$ cat src/rtl/versat_databus_arbiter.sv
// Round-robin, burst-granular arbiter sharing one Versat databus master port
// between N_SLAVES requesters; the grant is held from arbitration until the last beat.
module versat_databus_arbiter #(
  parameter int N_SLAVES = 4,
  parameter int ADDR_W   = 32,
  parameter int DATA_W   = 32,
  parameter int LEN_W    = 20
) (
  input  logic                             clk_i,
  input  logic                             rst_n_i,
  input  logic                             cke_i,
  input  logic [N_SLAVES-1:0]              s_valid_i,
  output logic [N_SLAVES-1:0]              s_ready_o,
  output logic [N_SLAVES-1:0]              s_last_o,
  input  logic [N_SLAVES*ADDR_W-1:0]       s_addr_i,
  input  logic [N_SLAVES*DATA_W-1:0]       s_wdata_i,
  input  logic [N_SLAVES*(DATA_W/8)-1:0]   s_wstrb_i,
  input  logic [N_SLAVES*LEN_W-1:0]        s_len_i,
  output logic [DATA_W-1:0]                s_rdata_o,
  output logic                             m_valid_o,
  input  logic                             m_ready_i,
  input  logic                             m_last_i,
  output logic                             m_write_o,
  output logic [ADDR_W-1:0]                m_addr_o,
  output logic [LEN_W-1:0]                 m_len_o,
  output logic [DATA_W-1:0]                m_wdata_o,
  output logic [DATA_W/8-1:0]              m_wstrb_o,
  input  logic [DATA_W-1:0]                m_rdata_i,
  output logic [N_SLAVES-1:0]              grant_o,
  output logic                             busy_o
);

  localparam int STRB_W = DATA_W / 8;
  localparam int IDX_W  = (N_SLAVES > 1) ? $clog2(N_SLAVES) : 1;

  // Handshake: a beat transfers on the rising edge where m_valid_o & m_ready_i
  // are both high in BURST; s_ready_o[g] is m_ready_i passed straight through,
  // and the burst ends on the transferring beat that also carries m_last_i.
  typedef enum logic [1:0] {
    ST_IDLE    = 2'd0,
    ST_ARB     = 2'd1,
    ST_BURST   = 2'd2,
    ST_RELEASE = 2'd3
  } state_e;

  state_e                state_q, state_d;
  logic [IDX_W-1:0]      ptr_q, ptr_d;
  logic [IDX_W-1:0]      gidx_q, gidx_d;
  logic [N_SLAVES-1:0]   grant_q, grant_d;
  logic [ADDR_W-1:0]     addr_q, addr_d;
  logic [LEN_W-1:0]      len_q, len_d;
  logic                  write_q, write_d;

  logic [ADDR_W-1:0]     addr_a  [N_SLAVES];
  logic [DATA_W-1:0]     wdata_a [N_SLAVES];
  logic [STRB_W-1:0]     wstrb_a [N_SLAVES];
  logic [LEN_W-1:0]      len_a   [N_SLAVES];

  logic                  win_found;
  logic [IDX_W-1:0]      win_idx;
  logic [IDX_W-1:0]      cand;
  logic                  in_burst;
  logic                  beat_valid;
  logic                  burst_done;

  function automatic logic [IDX_W-1:0] next_idx(input logic [IDX_W-1:0] idx);
    return (idx == IDX_W'(N_SLAVES - 1)) ? '0 : idx + 1'b1;
  endfunction

  always_comb begin
    for (int k = 0; k < N_SLAVES; k++) begin
      addr_a[k]  = s_addr_i[k*ADDR_W +: ADDR_W];
      wdata_a[k] = s_wdata_i[k*DATA_W +: DATA_W];
      wstrb_a[k] = s_wstrb_i[k*STRB_W +: STRB_W];
      len_a[k]   = s_len_i[k*LEN_W +: LEN_W];
    end
  end

  // Rotating priority: first valid requester at or above ptr, wrapping around.
  always_comb begin
    win_found = 1'b0;
    win_idx   = '0;
    cand      = ptr_q;
    for (int i = 0; i < N_SLAVES; i++) begin
      if (!win_found && s_valid_i[cand]) begin
        win_found = 1'b1;
        win_idx   = cand;
      end
      cand = next_idx(cand);
    end
  end

  assign in_burst   = (state_q == ST_BURST);
  assign beat_valid = in_burst & s_valid_i[gidx_q];
  assign burst_done = beat_valid & m_ready_i & m_last_i;

  always_comb begin
    state_d   = state_q;
    ptr_d     = ptr_q;
    gidx_d    = gidx_q;
    grant_d   = grant_q;
    addr_d    = addr_q;
    len_d     = len_q;
    write_d   = write_q;
    m_valid_o = 1'b0;
    s_ready_o = '0;
    s_last_o  = '0;

    unique case (state_q)
      ST_IDLE: begin
        if (win_found) begin
          grant_d          = '0;
          grant_d[win_idx] = 1'b1;
          gidx_d           = win_idx;
          addr_d           = addr_a[win_idx];
          len_d            = len_a[win_idx];
          write_d          = |wstrb_a[win_idx];
          state_d          = ST_ARB;
        end
      end
      ST_ARB: begin
        state_d = ST_BURST;
      end
      ST_BURST: begin
        m_valid_o = beat_valid;
        s_ready_o = grant_q & {N_SLAVES{m_ready_i}};
        s_last_o  = grant_q & {N_SLAVES{m_last_i}};
        if (burst_done) begin
          grant_d = '0;
          ptr_d   = next_idx(gidx_q);
          state_d = ST_RELEASE;
        end
      end
      ST_RELEASE: begin
        state_d = ST_IDLE;
      end
      default: begin
        state_d = ST_IDLE;
        grant_d = '0;
      end
    endcase
  end

  always_ff @(posedge clk_i) begin
    if (!rst_n_i) begin
      state_q <= ST_IDLE;
      ptr_q   <= '0;
      gidx_q  <= '0;
      grant_q <= '0;
      addr_q  <= '0;
      len_q   <= '0;
      write_q <= 1'b0;
    end else if (cke_i) begin
      state_q <= state_d;
      ptr_q   <= ptr_d;
      gidx_q  <= gidx_d;
      grant_q <= grant_d;
      addr_q  <= addr_d;
      len_q   <= len_d;
      write_q <= write_d;
    end
  end

  // Write payload only reflects the granted slice while beats can flow.
  assign m_wdata_o = in_burst ? wdata_a[gidx_q] : '0;
  assign m_wstrb_o = in_burst ? wstrb_a[gidx_q] : '0;
  assign m_addr_o  = addr_q;
  assign m_len_o   = len_q;
  assign m_write_o = write_q;
  assign s_rdata_o = m_rdata_i;
  assign grant_o   = grant_q;
  assign busy_o    = (state_q != ST_IDLE);

  grant_onehot_a: assert property (@(posedge clk_i) disable iff (!rst_n_i)
    $onehot0(grant_q));
  grant_state_a: assert property (@(posedge clk_i) disable iff (!rst_n_i)
    ((grant_q != '0) == ((state_q == ST_ARB) || (state_q == ST_BURST))));

endmodule

$ cat config.mk
export PLATFORM = sky130hd
export DESIGN_NAME = versat_databus_arbiter
export DESIGN_NICKNAME = d
export VERILOG_FILES = /design/src/rtl/versat_databus_arbiter.sv
export SDC_FILE = /design/constraint.sdc
export NUM_CORES = 1
export LEC_CHECK = 0
export BUFFER_PORTS_ARGS = -buffer_cell sky130_fd_sc_hd__buf_2
export CAP_MARGIN = 10
export CORE_AREA = 2 2 204 206
export CTS_BUF_LIST = sky130_fd_sc_hd__clkbuf_16
export CTS_CLUSTER_SIZE = 25
export DETAILED_ROUTE_END_ITERATION = 10
export DIE_AREA = 0 0 206 208
export GPL_TIMING_DRIVEN = 0
export REMOVE_ABC_BUFFERS = 1
export SYNTH_ARGS = -nofsm -noshare
export SYNTH_HDL_FRONTEND = slang
export SYNTH_SLANG_ARGS = --single-unit
$ cat constraint.sdc
create_clock -name clk_i -period 7.9 [get_ports clk_i]
set_clock_uncertainty 0.05 [all_clocks]
set_input_delay 0.79 -clock clk_i [delete_from_list [all_inputs] [get_ports clk_i]]
set_output_delay 0.79 -clock clk_i [all_outputs]
set_load 0.02 [all_outputs]
Word-level counts from Yosys, hierarchy flattened
Cells that the tools add are included.
Widths: inputs -> output; s select.
{"block": "totals", "ff_bits": 63, "input_bits": 393, "output_inout_bits": 135, "word_cells": 101}
{"block": "classes", "add_sub_neg": 4, "magnitude_cmp": 9, "n_eq_ne": 9, "n_mux": 50, "bitwise_logic": 7, "n_reduce_logical": 15}
{"cell": "$mux 32", "count": 5}
{"cell": "$bmux 32 s2", "count": 2}
{"cell": "$bmux 20 s2", "count": 1}
{"cell": "$mux 20", "count": 2}
{"cell": "$mux 4", "count": 9}
{"cell": "$mux 2", "count": 10}
{"cell": "$lt 2x3->1 const B", "count": 6}
{"cell": "$bmux 4 s2", "count": 2}
{"cell": "$eq 2x2->1 const B", "count": 6}
{"cell": "$mux 1", "count": 11}
{"cell": "$bmux 1 s2", "count": 5}
{"cell": "$reduce_and 3->1", "count": 3}
{"cell": "$add 2x1->2 const B", "count": 4}
{"cell": "$and 4x4->4", "count": 2}
{"cell": "$pmux 2 s4", "count": 1}
{"cell": "$pmux 4 s2", "count": 1}
{"cell": "$ge 3x3->1 const B", "count": 2}
{"cell": "$not 2->3", "count": 2}
{"cell": "$logic_and 1x1->1", "count": 4}
{"cell": "$reduce_and 4->1", "count": 1}
{"cell": "$reduce_bool 2->1", "count": 2}
{"cell": "$reduce_or 4->1", "count": 1}
{"cell": "$and 1x1->1", "count": 3}
{"cell": "$logic_not 1->1", "count": 3}
{"cell": "6 further kinds", "count": 6}

Depth between registers and ports, before layout
Gate-level depths: netlist (run 1).
{"block": "logic_depth", "depth_word": 18, "depth_mapped": 12, "mapped_depth_nobuf": 8}

Worst setup path before layout (run 1)
No wires, ideal clock.
{"block": "synth_path", "path_type": "register to output", "from": "register gidx_q[0]", "to": "output m_wdata_o[0]", "arrival_time_ns": 1.987, "t_required_ns": 7.060, "slack_ns": 5.073, "stages_incl_launch_ff": 5, "n_path_buf": 2, "cell_sequence": "dfxtp_1 buf_2 buf_1 mux4_2 and2_1"}
{"block": "synth_between", "elab_chain_cells": 5}
{"element": "start, declared", "line_no": "48", "rtl": "logic [IDX_W-1:0] gidx_q, gidx_d;"}
{"element": "start signal, assigned", "line_no": "156", "rtl": "gidx_q <= gidx_d;"}
{"element": "$not 2->3 (implied by the code)", "line_no": "165", "rtl": "assign m_wdata_o = in_burst ? wdata_a[gidx_q] : '0;"}
{"element": "$bmux 32 s2", "line_no": "165"}
{"element": "$mux 32 (implied by the code) (2 in a row)", "line_no": "165"}
{"element": "$mux 32", "line_no": "165"}
{"element": "end, declared", "line_no": "26", "rtl": "output logic [DATA_W-1:0] m_wdata_o,"}
Every way passes these cells. The select of a mux whose other input is x is not followed.

Final worst setup path (run 1)
{"block": "layout_path", "from": "register ptr_q[0]", "to": "register addr_q[10] (netlist: m_addr_o[10])"}
{"block": "layout_between", "elab_chain_cells": 16, "elab_cells_between_ends": 36, "classes_between": "3 x add/sub; 3 x eq/ne; 22 x mux; 1 x bitwise; 7 x reduce/logical"}
{"element": "start, declared", "line_no": "47", "rtl": "logic [IDX_W-1:0] ptr_q, ptr_d;"}
{"element": "start signal, assigned", "line_no": "155", "rtl": "ptr_q <= ptr_d;"}
{"element": "parallel branches: the longest is 16 deep, another holds $add 2x1->2"}
{"element": "end signal, assigned", "line_no": "158", "rtl": "addr_q <= addr_d;"}
{"element": "end, declared", "line_no": "50", "rtl": "logic [ADDR_W-1:0] addr_q, addr_d;"}
Parallel ways; which one is timed is not known. The select of a mux whose other input is x is not followed.
A chain may end at the register's enable or synchronous reset.

==> results of run 1 <==
==> sequential cells by signal, indices dropped and copies added, names as in the netlist <==
signal and cells:
ptr_q 2, grant_o 4, m_len_o 20, state_q 2, m_write_o 1, gidx_q 2, m_addr_o 32
==> tightest hold or removal path: cells and delay by family (launching register included) <==
| family | cells | cell delay, ns |
|---|---|---|
| flops | 1 | 0.31 |
| simple gates | 1 | 0.06 |
| compound gates | 1 | 0.08 |
==> final cells by class <==
type	instances	area (um^2)	area share, %
Inverter	6	22.5	0.250
Timing Repair Buffer	478	2600	28.9
Sequential cell	63	1260	14.1
Multi-Input combinational cell	503	4070	45.3
Clock buffer	9	225	2.50
Tap cell	532	666	7.40
Clock inverter	7	145	1.61
==> power groups by stage <==
stage	registers, W	clock network, W	logic (W)
finish	0.000368	0.000522	0.000415
global route	0.000372	0.000557	0.000447
CTS	0.000368	0.000545	0.000419
detailed placement	0.000375	0	0.000418
global placement	0.000378	0	0.000396
floorplan	0.000411	0	0.000163
==> cells by family (layout without fill, tap and decap cells) <==
logic type | after synthesis | after routing | synth area share [%]
flip-flops | 63 | 63 | 21.6
XOR/XNOR | 1 | 1 | 0.150
multiplexers | 96 | 96 | 24.6
buffers and inverters | 112 | 500 | 9.65
adder cells (fa/ha/maj) | 5 | 5 | 1.07
AO/OA/AOI/OAI | 194 | 194 | 23.4
AND/OR/NAND/NOR | 207 | 207 | 19.6
==> synthesized netlist by cell type (2+ instances only) <==
library cell	number
dfxtp_1	63
a21oi_1	2
o2bb2ai_1	2
o41ai_1	4
o21ai_1	54
o21ai_0	6
nand2_1	15
nor2_1	5
nor4_1	3
nor4bb_1	2
nand3_1	107
o22a_1	2
inv_1	6
buf_2	19
ha_1	5
mux4_2	38
and3_1	9
mux2i_1	57
o31ai_1	3
nand3b_1	2
a221o_1	2
and2_1	42
nor2b_1	5
nor3_1	2
a21o_1	52
nor4b_1	3
buf_4	32
o211ai_1	52
nand2b_1	2
buf_1	4
clkbuf_1	51
==> how the worst min path moves through the flow <==
stage | to | from | depth (start not counted)
floorplan | state_q[1]$_SDFFE_PN0P_ | state_q[1]$_SDFFE_PN0P_ | 2
global placement | state_q[1]$_SDFFE_PN0P_ | state_q[1]$_SDFFE_PN0P_ | 2
detailed placement | m_addr_o[21]$_SDFFE_PN0P_ | m_addr_o[21]$_SDFFE_PN0P_ | 2
CTS | m_len_o[5]$_SDFFE_PN0P_ | m_len_o[5]$_SDFFE_PN0P_ | 2
global route | m_addr_o[27]$_SDFFE_PN0P_ | m_addr_o[27]$_SDFFE_PN0P_ | 2
finish | m_addr_o[22]$_SDFFE_PN0P_ | m_addr_o[22]$_SDFFE_PN0P_ | 2
==> through the flow <==
stage	setup WS [ns]	power (W)	utilization, %
3_3_place_gp	-0.0522	0.000774	20.4
4_1_cts	3.43	0.00133	22.2
3_5_place_dp	3.44	0.000793	21.3
6_report	3.40	0.00130	22.2
5_1_grt	3.16	0.00138	22.2
2_1_floorplan	2.94	0.000574	-
==> metal layers <==
metal	routed length, um	vias up	GRT usage [%]
li1	-	3319	-
met2	16900	466	27.2
met1	11700	3478	14.9
met3	2750	51	3.57
met4	966	0	5.02
met5	0	-	0.346
==> summary.md, run 1 <==
| Metric | Value |
|---|---|
| Diodes inserted | `0` |
| Die area | `42800 um^2` |
| PostCTS Resize Cnt | `0` |
| RR Startpoint | `ptr_q[0]$_SDFFE_PN0P_` |
| Post-Synthesis Cells | `678` |
| CTS tree | `built` |
| Worst-skew pair later-pin latency | `0.34 ns` |
| Synthesized cell area | `5850 um^2` |
| Port bufs | `463` |
| Max Cap Viol | `0` |
| Die Span Y | `208 um` |
| Crit path max fanout | `26` |
| Least-Margin Pin Slew | `0.848 ns` |
| All-Layer GR Usage | `14.3%` |
| CP delay by family, top | `multiplexers` |
| Yosys warns | `0` |
| Switch Pwr | `0.000426 W` |
| Top cells by area, synth | `dfxtp_1 22%, mux4_2 15%, mux2i_1 9.8%` |
| CTS buffer count | `9` |
| Arrival time worst endpoint | `4.67 ns` |
| CP Depth | `11` |
| Die X | `206 um` |
| H-tree lvl count | `3` |
| Flops & latches, synth | `63` |
| CP max stage delay | `0.86 ns` |
| Power Dens Cells | `145 nW/um^2` |
| RSZ-0062 raised after global routing | `no` |
| # rows | `74` |
| Antenna viol nets, final | `0` |
| Core area | `40600 um^2` |
| Post-CTS Hold Buffers | `0` |
| WP buf/inv | `3` |
| Design area | `8990 um^2` |
| Ys flop type | `dfxtp_1` |
| Final period util | `56.9%` |
| Worst rel slew slack | `43.5%` |
| Post-CTS Setup Bufs | `0` |
| Crit path to | `m_addr_o[10]$_SDFFE_PN0P_` |
| Share of the yosys chip area belonging to registers | `21.6%` |
| Antenna violations before repair | `9` |
| Fmax | `222 MHz` |
| Internal power | `0.000878 W` |
| Share of the synthesized area in the top cell type | `21.6%` |
| Final setup viols | `0` |
| Peak supply drop | `0.0817 mV` |
| Slew Limit Fails | `0` |
| DP Wirelength | `26.3 mm` |
| Most frequent cells in the layout | `463 x buf_2, 106 x nand3_1, 61 x dfxtp_1` |
| Clk pwr share | `40.0%` |
| Crit end category | `register` |
| Final net count | `1459` |
| Drt pass-1 iters | `5` |
| Drt drc | `0` |
| Layout cells sized above 1 | `51.2%` |
| Final Instance Count excl. Fillers | `1598` |
| R2R setup slack | `3.40 ns` |
| Initial DRC Count | `442` |
| I/O Pins | `528` |
| Mean Syn Cell Area | `8.63 um^2` |
| Worst setup path start | `ptr_q[0]$_SDFFE_PN0P_` |
| Switch share | `32.7%` |
| Type of origin of the critical path | `register` |
| Slowest CP cell | `dfxtp_1` |
| Hold WC Path Type | `reg -> reg` |
| Via density | `4.58` |
| Clk sinks | `63` |
| Synth area leader | `dfxtp_1` |
| Inst Count DP | `1582` |
| Cell Chain, Critical Path | `ha_1 -> mux2i_1 -> mux2_2 -> nand2_1 -> a2111oi_4 -> buf_6 -> buf_6 -> nor2_4 -> buf_12 -> mux2i_1 -> o211ai_1` |
| Hold Violations, Final | `0` |
| Setup TNS | `0 ns` |
| Largest net degree at the start of global routing | `56` |
| Drt total wl | `32.3 mm` |
| Combinational share of power | `31.8%` |
| DR WL/cell | `20.2 um` |
| Type of the worst setup path | `reg -> reg` |
| Flop pwr share | `28.2%` |
| Reg2reg path depth | `11` |
| Clk slew on worst S/H paths | `0.07 ns` |
| Number of global-route vias before repair | `7233` |
| Most common cell after layout, fill and taps aside | `buf_2` |
| Total grt overflow | `0` |
| Status | `finished clean` |
| Total number of vias | `7314` |
| Placer Congestion | `0.918` |
| Dpl cell area | `8620 um^2` |
| RR Endpoint | `m_addr_o[10]$_SDFFE_PN0P_` |
| Clock Path Buffers | `2` |
| Initial core utilization | `14.4%` |
| Tmin final | `4.50 ns` |
| Hold WS | `0.444 ns` |
| First-pass GRT wire length | `44.8 mm` |
| Fraction of registers with async set/reset | `0%` |
| Leakage dissipation | `4.34 nW` |
| Netlist cell types | `58` |
| Filler Cell Count | `4486` |
| Post-synth EDFFs | `0` |
| P&R area growth vs syn | `53.8%` |
| Clock Root Buffer | `clkbuf_16` |
| Critical Path RT | `8.07 ns` |
Note: power is estimated with default switching activity, not from simulation.
==> run 2: changes to the inputs <==
Settings changed: CORE_AREA 2 2 204 206 to 2 2 206 208, DIE_AREA 0 0 206 208 to 0 0 208 210.
Clock period 7.9 ns to 4.2 ns, I/O delays scaled along.
==> run 2 against run 1 <==
Total power up 72%. Sequential power up 90%. Clock-buffer cell count unchanged. Non-clock buffer count up 3. Via count up 1.0%. Global-route usage down 0.34 points. Wire length down 1.0%. Critical endpoint is now m_addr_o[16]$_SDFFE_PN0P_. Largest cell class unchanged.
==> summary.md, run 2 (same netlist as run 1, synthesis figures left out) <==
| Metric | Value |
|---|---|
| CP max stage delay | `0.61 ns (-0.25 ns)` |
| P&R area growth vs syn | `52.9%` |
| Multi-input logic area | `4080 um^2 (about the same)` |
| Switch share | `34.9% (+2.2 points)` |
| Clock Path Buffers | `2 (unchanged)` |
| Final period util | `94.8% (+38 points)` |
| All-Layer GR Usage | `13.9% (-0.34 points)` |
| Internal power | `0.00146 W (+66%)` |
| Pre-CTS WS | `-0.297 ns (-3.74 ns)` |
| Drt pass-1 iters | `5 (unchanged)` |
| Crit path max fanout | `26 (unchanged)` |
| Cell Chain, Critical Path | `ha_2 -> mux2i_1 -> mux2_2 -> nand2_1 -> a2111oi_4 -> buf_4 -> buf_6 -> buf_6 -> nor2_4 -> buf_12 -> mux2i_1 -> o211ai_1` |
| Hold Path Origin | `s_addr_i[41]` |
| Fin util | `21.6% (-0.62 points)` |
| Status | `finished clean` |
| Peak supply drop | `0.182 mV (+120%)` |
| Antenna viol nets, final | `0 (unchanged)` |
| Final setup viols | `0 (unchanged)` |
| Port bufs | `463 (unchanged)` |
| Flop pwr share | `31.1% (+2.9 points)` |
| I/O Pins | `528 (unchanged)` |
| Worst-skew pair later-pin latency | `0.35 ns (about the same)` |
| Slew Limit Fails | `0 (unchanged)` |
| CTS tree | `built` |
| Total grt overflow | `0 (unchanged)` |
| CP delay by family, top | `multiplexers` |
| Leakage dissipation | `4.31 nW (-0.69%)` |
| Antenna violations before repair | `11 (+2)` |
| Layout cells sized above 1 | `51.2% (about the same)` |
| Switch Pwr | `0.000783 W (+84%)` |
| Post-CTS Hold Buffers | `0 (unchanged)` |
| Drt drc | `0 (unchanged)` |
| Type of the worst setup path | `reg -> reg` |
| Reg2reg path depth | `12 (+1)` |
| Type of origin of the critical path | `register` |
| PnR worst setup slack | `0.219 ns (-3.18 ns)` |
| Worst hold path endpoint | `m_addr_o[9]$_SDFFE_PN0P_` |
| # rows | `75 (+1.4%)` |
| Most common cell after layout, fill and taps aside | `buf_2` |
| Clk slew on worst S/H paths | `0.06 ns (about the same)` |
| Core area | `41500 um^2 (+2.3%)` |
| Max reg flops | `32 (unchanged)` |
| Die Span Y | `210 um (+0.96%)` |
| Final net count | `1462 (+0.21%)` |
| Power Dens Cells | `251 nW/um^2 (+73%)` |
| Initial DRC Count | `511 (+16%)` |
| Slowest CP cell | `dfxtp_2` |
| DP Wirelength | `25.8 mm (-1.7%)` |
| WP buf/inv | `4 (+1)` |
| Clock Root Buffer | `clkbuf_16` |
| Most frequent cells in the layout | `463 x buf_2, 106 x nand3_1, 60 x dfxtp_1` |
| Worst rel slew slack | `34.5% (-9.0 points)` |
| Max Cap Viol | `0 (unchanged)` |
| Hold WS | `0.318 ns (-0.127 ns)` |
| Die area | `43700 um^2 (+1.9%)` |
| RR Startpoint | `ptr_q[0]$_SDFFE_PN0P_` |
| Placer Congestion | `0.946 (+3.0%)` |
| Initial core utilization | `14.1% (-0.32 points)` |
| Crit end category | `register` |
| First-pass GRT wire length | `45.4 mm (+1.2%)` |
| Least-Margin Pin Slew | `0.983 ns (+0.135 ns)` |
| Tot Pwr | `0.00224 W (+72%)` |
| Hold Violations, Final | `0 (unchanged)` |
| Tmin final | `3.98 ns (-0.517 ns)` |
| Reg area | `1260 um^2 (about the same)` |
| RR Endpoint | `m_addr_o[16]$_SDFFE_PN0P_` |
| R2R setup slack | `0.22 ns (-3.18 ns)` |
| Die X | `208 um (+0.97%)` |
| Hold WC Path Type | `in -> reg` |
| Dpl cell area | `8610 um^2 (-0.17%)` |
| Critical Path RT | `4.37 ns (-3.70 ns)` |
| H-tree lvl count | `3 (unchanged)` |
| Hold path cells | `3 (+1)` |
| RSZ-0062 raised after global routing | `no` |
| Arrival time worst endpoint | `4.15 ns (-0.52 ns)` |
| Largest net degree at the start of global routing | `56 (unchanged)` |
| Filler Cell Count | `4630 (+3.2%)` |
| DR WL/cell | `19.8 um (-2.1%)` |
| CTS buffer count | `9 (unchanged)` |
| Clk pwr share | `34.3% (-5.7 points)` |
| Drt total wl | `31.9 mm (-1.0%)` |
| Clk sinks | `63 (unchanged)` |
| Combinational share of power | `34.6% (+2.8 points)` |
| Fmax | `251 MHz (+13%)` |
| Total number of vias | `7389 (+1.0%)` |
| Number of global-route vias before repair | `7199 (-0.47%)` |
| Design area | `8940 um^2 (-0.58%)` |
| Via density | `4.58 (about the same)` |
run 2: cell count changes in the layout (fill, tap and decap cells not counted), sizes merged:
cell | before | now
inv | 6 | 7
buf | 478 | 481
diode | 0 | 8
clkinv | 2 | 3
bufinv | 4 | 1
run 2: worst register-to-register path, delay by kind of cell (launching register included):
kind | cells | cell delay (ns)
flops | 1 | 0.61
mux | 3 | 1.10
buf+inv | 4 | 0.84
fa+ha+maj | 1 | 0.47
simple gates | 2 | 0.29
compound gates | 2 | 0.46
run 2: repair_timing:
action	in CTS	in global routing
setup buffers	0	4
pin swaps	0	1
gates resized for setup	2	0
setup endpoints to repair	49	8
run 2: final cells by class:
type	count	share of cell area, %
multi-input cells	503	45.6
well taps	539	7.54
clock inverters	6	0.602
repair buffers	481	29.1
flip-flops and latches	63	14.1
diodes	8	0.224
clock buffers	9	2.52
inverters	6	0.252
run 2: through the flow:
stage	std cells	setup TNS, ns
after floorplan	572	-38.03
after global placement	1574	-201.85
after detailed placement	1588	-6.04
after CTS	1603	0
after global routing	1615	0
final	1615	0
run 2: worst max path at each step:
stage / startpoint / to / cells after the start
after floorplan: ptr_q[0]$_SDFFE_PN0P_ / grant_o[1]$_SDFFE_PN0P_ / 8
after global placement: ptr_q[0]$_SDFFE_PN0P_ / m_write_o$_SDFFE_PN0P_ / 8
after detailed placement: ptr_q[0]$_SDFFE_PN0P_ / m_addr_o[16]$_SDFFE_PN0P_ / 11
after CTS: ptr_q[0]$_SDFFE_PN0P_ / m_addr_o[16]$_SDFFE_PN0P_ / 11
after global routing: ptr_q[0]$_SDFFE_PN0P_ / m_addr_o[16]$_SDFFE_PN0P_ / 12
final: ptr_q[0]$_SDFFE_PN0P_ / m_addr_o[16]$_SDFFE_PN0P_ / 12
run 2: layer usage:
| layer | track usage [%] | vias to the layer above | part of all wire, % |
|---|---|---|---|
| met1 | 14.6 | 3507 | 36 |
| met4 | 7.87 | 2 | 4.6 |
| met5 | 0.334 | - | 0.050 |
| li1 | - | 3336 | - |
| met2 | 24.6 | 483 | 50 |
| met3 | 4.47 | 61 | 9.1 |
run 2: power groups by stage:
| stage | clock (W) | sequential (W) | combinational, W |
|---|---|---|---|
| floorplan | 0 | 0.000773 | 0.000307 |
| global placement | 0 | 0.000711 | 0.000741 |
| detailed placement | 0 | 0.000709 | 0.000778 |
| CTS | 0.000818 | 0.000698 | 0.000779 |
| global route | 0.000838 | 0.000706 | 0.000833 |
| finish | 0.000769 | 0.000698 | 0.000776 |
==> run 3: changes to the inputs <==
Settings changed: ABC_AREA set to 1, CORE_AREA 2 2 206 208 to 2 2 205 207, DIE_AREA 0 0 208 210 to 0 0 207 209.
==> run 3 against run 2 <==
Flip-flop and latch count unchanged. Largest cell class unchanged. Cell count is 26% higher. Highest routed layer unchanged. Sequential power grew 7.0%. Clock power grew 3.1%. Setup slack improved by 0.16 ns. Critical path depth is 7 lower. Synthesized cell count rose by 67%.
==> summary.md, run 3 <==
| Metric | Value |
|---|---|
| Status | `finished clean` |
| Hold WS | `0.309 ns (-0.00831 ns)` |
| Antenna viol nets, final | `0 (unchanged)` |
| Post-Synthesis Cells | `1130 (+67%)` |
| Most common cell after layout, fill and taps aside | `buf_2` |
| Share of the yosys chip area belonging to registers | `20.0% (-1.6 points)` |
| Via density | `4.38 (-4.2%)` |
| Netlist cell types | `29 (-50%)` |
| Type of origin of the critical path | `register` |
| Max Cap Viol | `0 (unchanged)` |
| Initial core utilization | `15.3% (+1.2 points)` |
| Core area | `41300 um^2 (-0.45%)` |
| WP buf/inv | `3 (-1)` |
| CTS buffer count | `9 (unchanged)` |
| Hold WC Path Type | `in -> reg` |
| Multi-input logic area | `4160 um^2 (+2.0%)` |
| CP max stage delay | `0.85 ns (+0.24 ns)` |
| Yosys warns | `0 (unchanged)` |
| Hold Violations, Final | `0 (unchanged)` |
| P&R area growth vs syn | `42.6%` |
| Layout cells sized above 1 | `34.8% (-16 points)` |
| Tmin final | `3.82 ns (-0.161 ns)` |
| Flops & latches, synth | `63 (unchanged)` |
| Leakage dissipation | `4.72 nW (+9.5%)` |
| Port bufs | `463 (unchanged)` |
| Worst rel slew slack | `35.3% (+0.78 points)` |
| Power Dens Cells | `321 nW/um^2 (+28%)` |
| Fraction of registers with async set/reset | `0% (unchanged)` |
| CP delay by family, top | `buffers and inverters` |
| Total number of vias | `8936 (+21%)` |
| Worst-skew pair later-pin latency | `0.36 ns (about the same)` |
| All-Layer GR Usage | `15.5% (+1.6 points)` |
| Crit path max fanout | `73 (+180%)` |
| Type of the worst setup path | `reg -> out` |
| Setup TNS | `0 ns (unchanged)` |
| First-pass GRT wire length | `50.8 mm (+12%)` |
| I/O Pins | `528 (unchanged)` |
| Most frequent cell after synthesis | `nor2_1` |
| Clk slew on worst S/H paths | `0.06 ns (about the same)` |
| Commonest cells post-synth | `239 x nor2_1, 222 x nand3_1, 214 x nand2_1` |
| Drt pass-1 iters | `6 (+1)` |
| Critical Path RT | `3.73 ns (-0.64 ns)` |
| Clock Root Buffer | `clkbuf_16` |
| Die area | `43300 um^2 (-0.95%)` |
| Initial DRC Count | `577 (+13%)` |
| Final Instance Count excl. Fillers | `2039 (+26%)` |
| Die X | `207 um (-0.48%)` |
| Arrival time worst endpoint | `3.35 ns (-0.80 ns)` |
| Most frequent cells in the layout | `463 x buf_2, 239 x nor2_1, 222 x nand3_1` |
| Post-CTS Setup Bufs | `0 (unchanged)` |
| Placer Congestion | `0.982 (+3.9%)` |
| Reg area | `1260 um^2 (about the same)` |
| Clk sinks | `63 (unchanged)` |
| Slowest CP cell | `o21ai_0` |
| RSZ-0062 raised after global routing | `no` |
| Fmax | `262 MHz (+4.2%)` |
| Peak supply drop | `0.179 mV (-1.8%)` |
| Drt total wl | `35.1 mm (+9.9%)` |
| Final period util | `90.9% (-3.8 points)` |
| DR WL/cell | `17.2 um (-13%)` |
| Cell Chain, Critical Path | `buf_12 -> clkinv_2 -> o21ai_0 -> a21oi_1 -> buf_2` |
| Synth area leader | `dfxtp_1` |
| H-tree lvl count | `3 (unchanged)` |
| Final net count | `1891 (+29%)` |
| Total grt overflow | `0 (unchanged)` |
| Mean Syn Cell Area | `5.59 um^2 (-35%)` |
| # rows | `75 (unchanged)` |
| Number of global-route vias before repair | `8402 (+17%)` |
| Max reg flops | `32 (unchanged)` |
| Least-Margin Pin Slew | `0.970 ns (-0.0127 ns)` |
| Antenna violations before repair | `3 (-8)` |
| Inst Count DP | `2020 (+27%)` |
| Die Span Y | `209 um (-0.48%)` |
| Post-CTS Hold Buffers | `0 (unchanged)` |
| Post-synth EDFFs | `0 (unchanged)` |
| Drt drc | `0 (unchanged)` |
| Filler Cell Count | `4863 (+5.0%)` |
| Final setup viols | `0 (unchanged)` |
| Crit end category | `output port` |
| Clock Path Buffers | `2 (unchanged)` |
| CTS tree | `built` |
| Ys flop type | `dfxtp_1` |
| Largest net degree at the start of global routing | `81 (+45%)` |
| Top cells by area, synth | `dfxtp_1 20%, nand3_1 18%, nor2_1 14%` |
| Share of the synthesized area in the top cell type | `20.0% (-1.6 points)` |
| DP Wirelength | `27.2 mm (+5.4%)` |
| Slew Limit Fails | `0 (unchanged)` |
| Synthesized cell area | `6320 um^2 (+8.1%)` |
-- run 3: changes by cell type after synthesis, moves of 14 or more --
cell / change
nor2_1: +234
nand2_1: +199
nand3_1: +115
o21ai_0: +110
mux2i_1: -57
o21ai_1: -54
a21oi_1: +53
a21o_1: -52
o211ai_1: -51
and2_1: -42
inv_1: +40
mux4_2: -38
buf_6: +14
clkbuf_1: -14
-- run 3: per-stage QoR --
stage	worst slack (ns)	util [%]	total power [W]	instance area, um^2
2_1_floorplan	-0.0498	-	0.00152	5610
3_3_place_gp	-2.40	20.8	0.00208	8600
3_5_place_dp	-0.236	21.0	0.00210	8680
4_1_cts	0.183	21.8	0.00294	9000
5_1_grt	0.0854	21.8	0.00311	9010
6_report	0.380	21.8	0.00289	9010
-- run 3: kinds of logic after synthesis --
| kind of cell | synth area share [%] |
|---|---|
| AO/OA/AOI/OAI | 13.9 |
| flip-flops | 20.0 |
| buffers and inverters | 14.7 |
| AND/OR/NAND/NOR | 50.4 |
| adder cells (fa/ha/maj) | 0.990 |
-- run 3: what timing repair did --
action	in CTS	in global routing
resized for setup	3	1
setup endpoints to repair	30	15
pin swaps	1	0
cloned	1	0
-- run 3: path summary, 6_finish.rpt --
kind / start / to / slack, ns / cells after the start
max: gidx_q[0]$_SDFFE_PN0P_ / m_wdata_o[1] / 0.38 / 5
min: s_addr_i[80] / m_addr_o[16]$_SDFFE_PN0P_ / 0.31 / 5
max reg2reg: ptr_q[0]$_SDFFE_PN0P_ / m_len_o[8]$_SDFFE_PN0P_ / 0.54 / 15
min reg2reg: m_len_o[1]$_SDFFE_PN0P_ / m_len_o[1]$_SDFFE_PN0P_ / 0.47 / 2
-- run 3: power by group --
group / leakage, nW / internal (W) / switching (W)
clock: 0.143 / 0.000461 / 0.000333
sequential: 0.520 / 0.000680 / 0.0000669
combinational: 4.06 / 0.000462 / 0.000887
-- run 3: final cells by class --
class	count	share of cell area [%]
antenna	2	0.0555
clock buffer	9	2.50
clock inverter	7	0.805
inverter	55	2.51
multi-input combinational	898	46.2
sequential	63	14.0
tap	539	7.48
timing repair buffer	466	26.5
-- run 3: worst min-delay path, stage by stage --
cell and delay, ns:
buf_2 0.07, nand2_1 0.04, nand2_1 0.05, nor2_1 0.04, nor2_1 0.06
-- run 3: per-layer routing --
| layer | vias to the layer above | routed length, um | GRT usage [%] |
|---|---|---|---|
| li1 | 4405 | - | - |
| met1 | 4070 | 15600 | 19.8 |
| met2 | 415 | 15100 | 23.1 |
| met3 | 44 | 3610 | 7.14 |
| met4 | 2 | 627 | 4.68 |
| met5 | - | 142 | 2.34 |
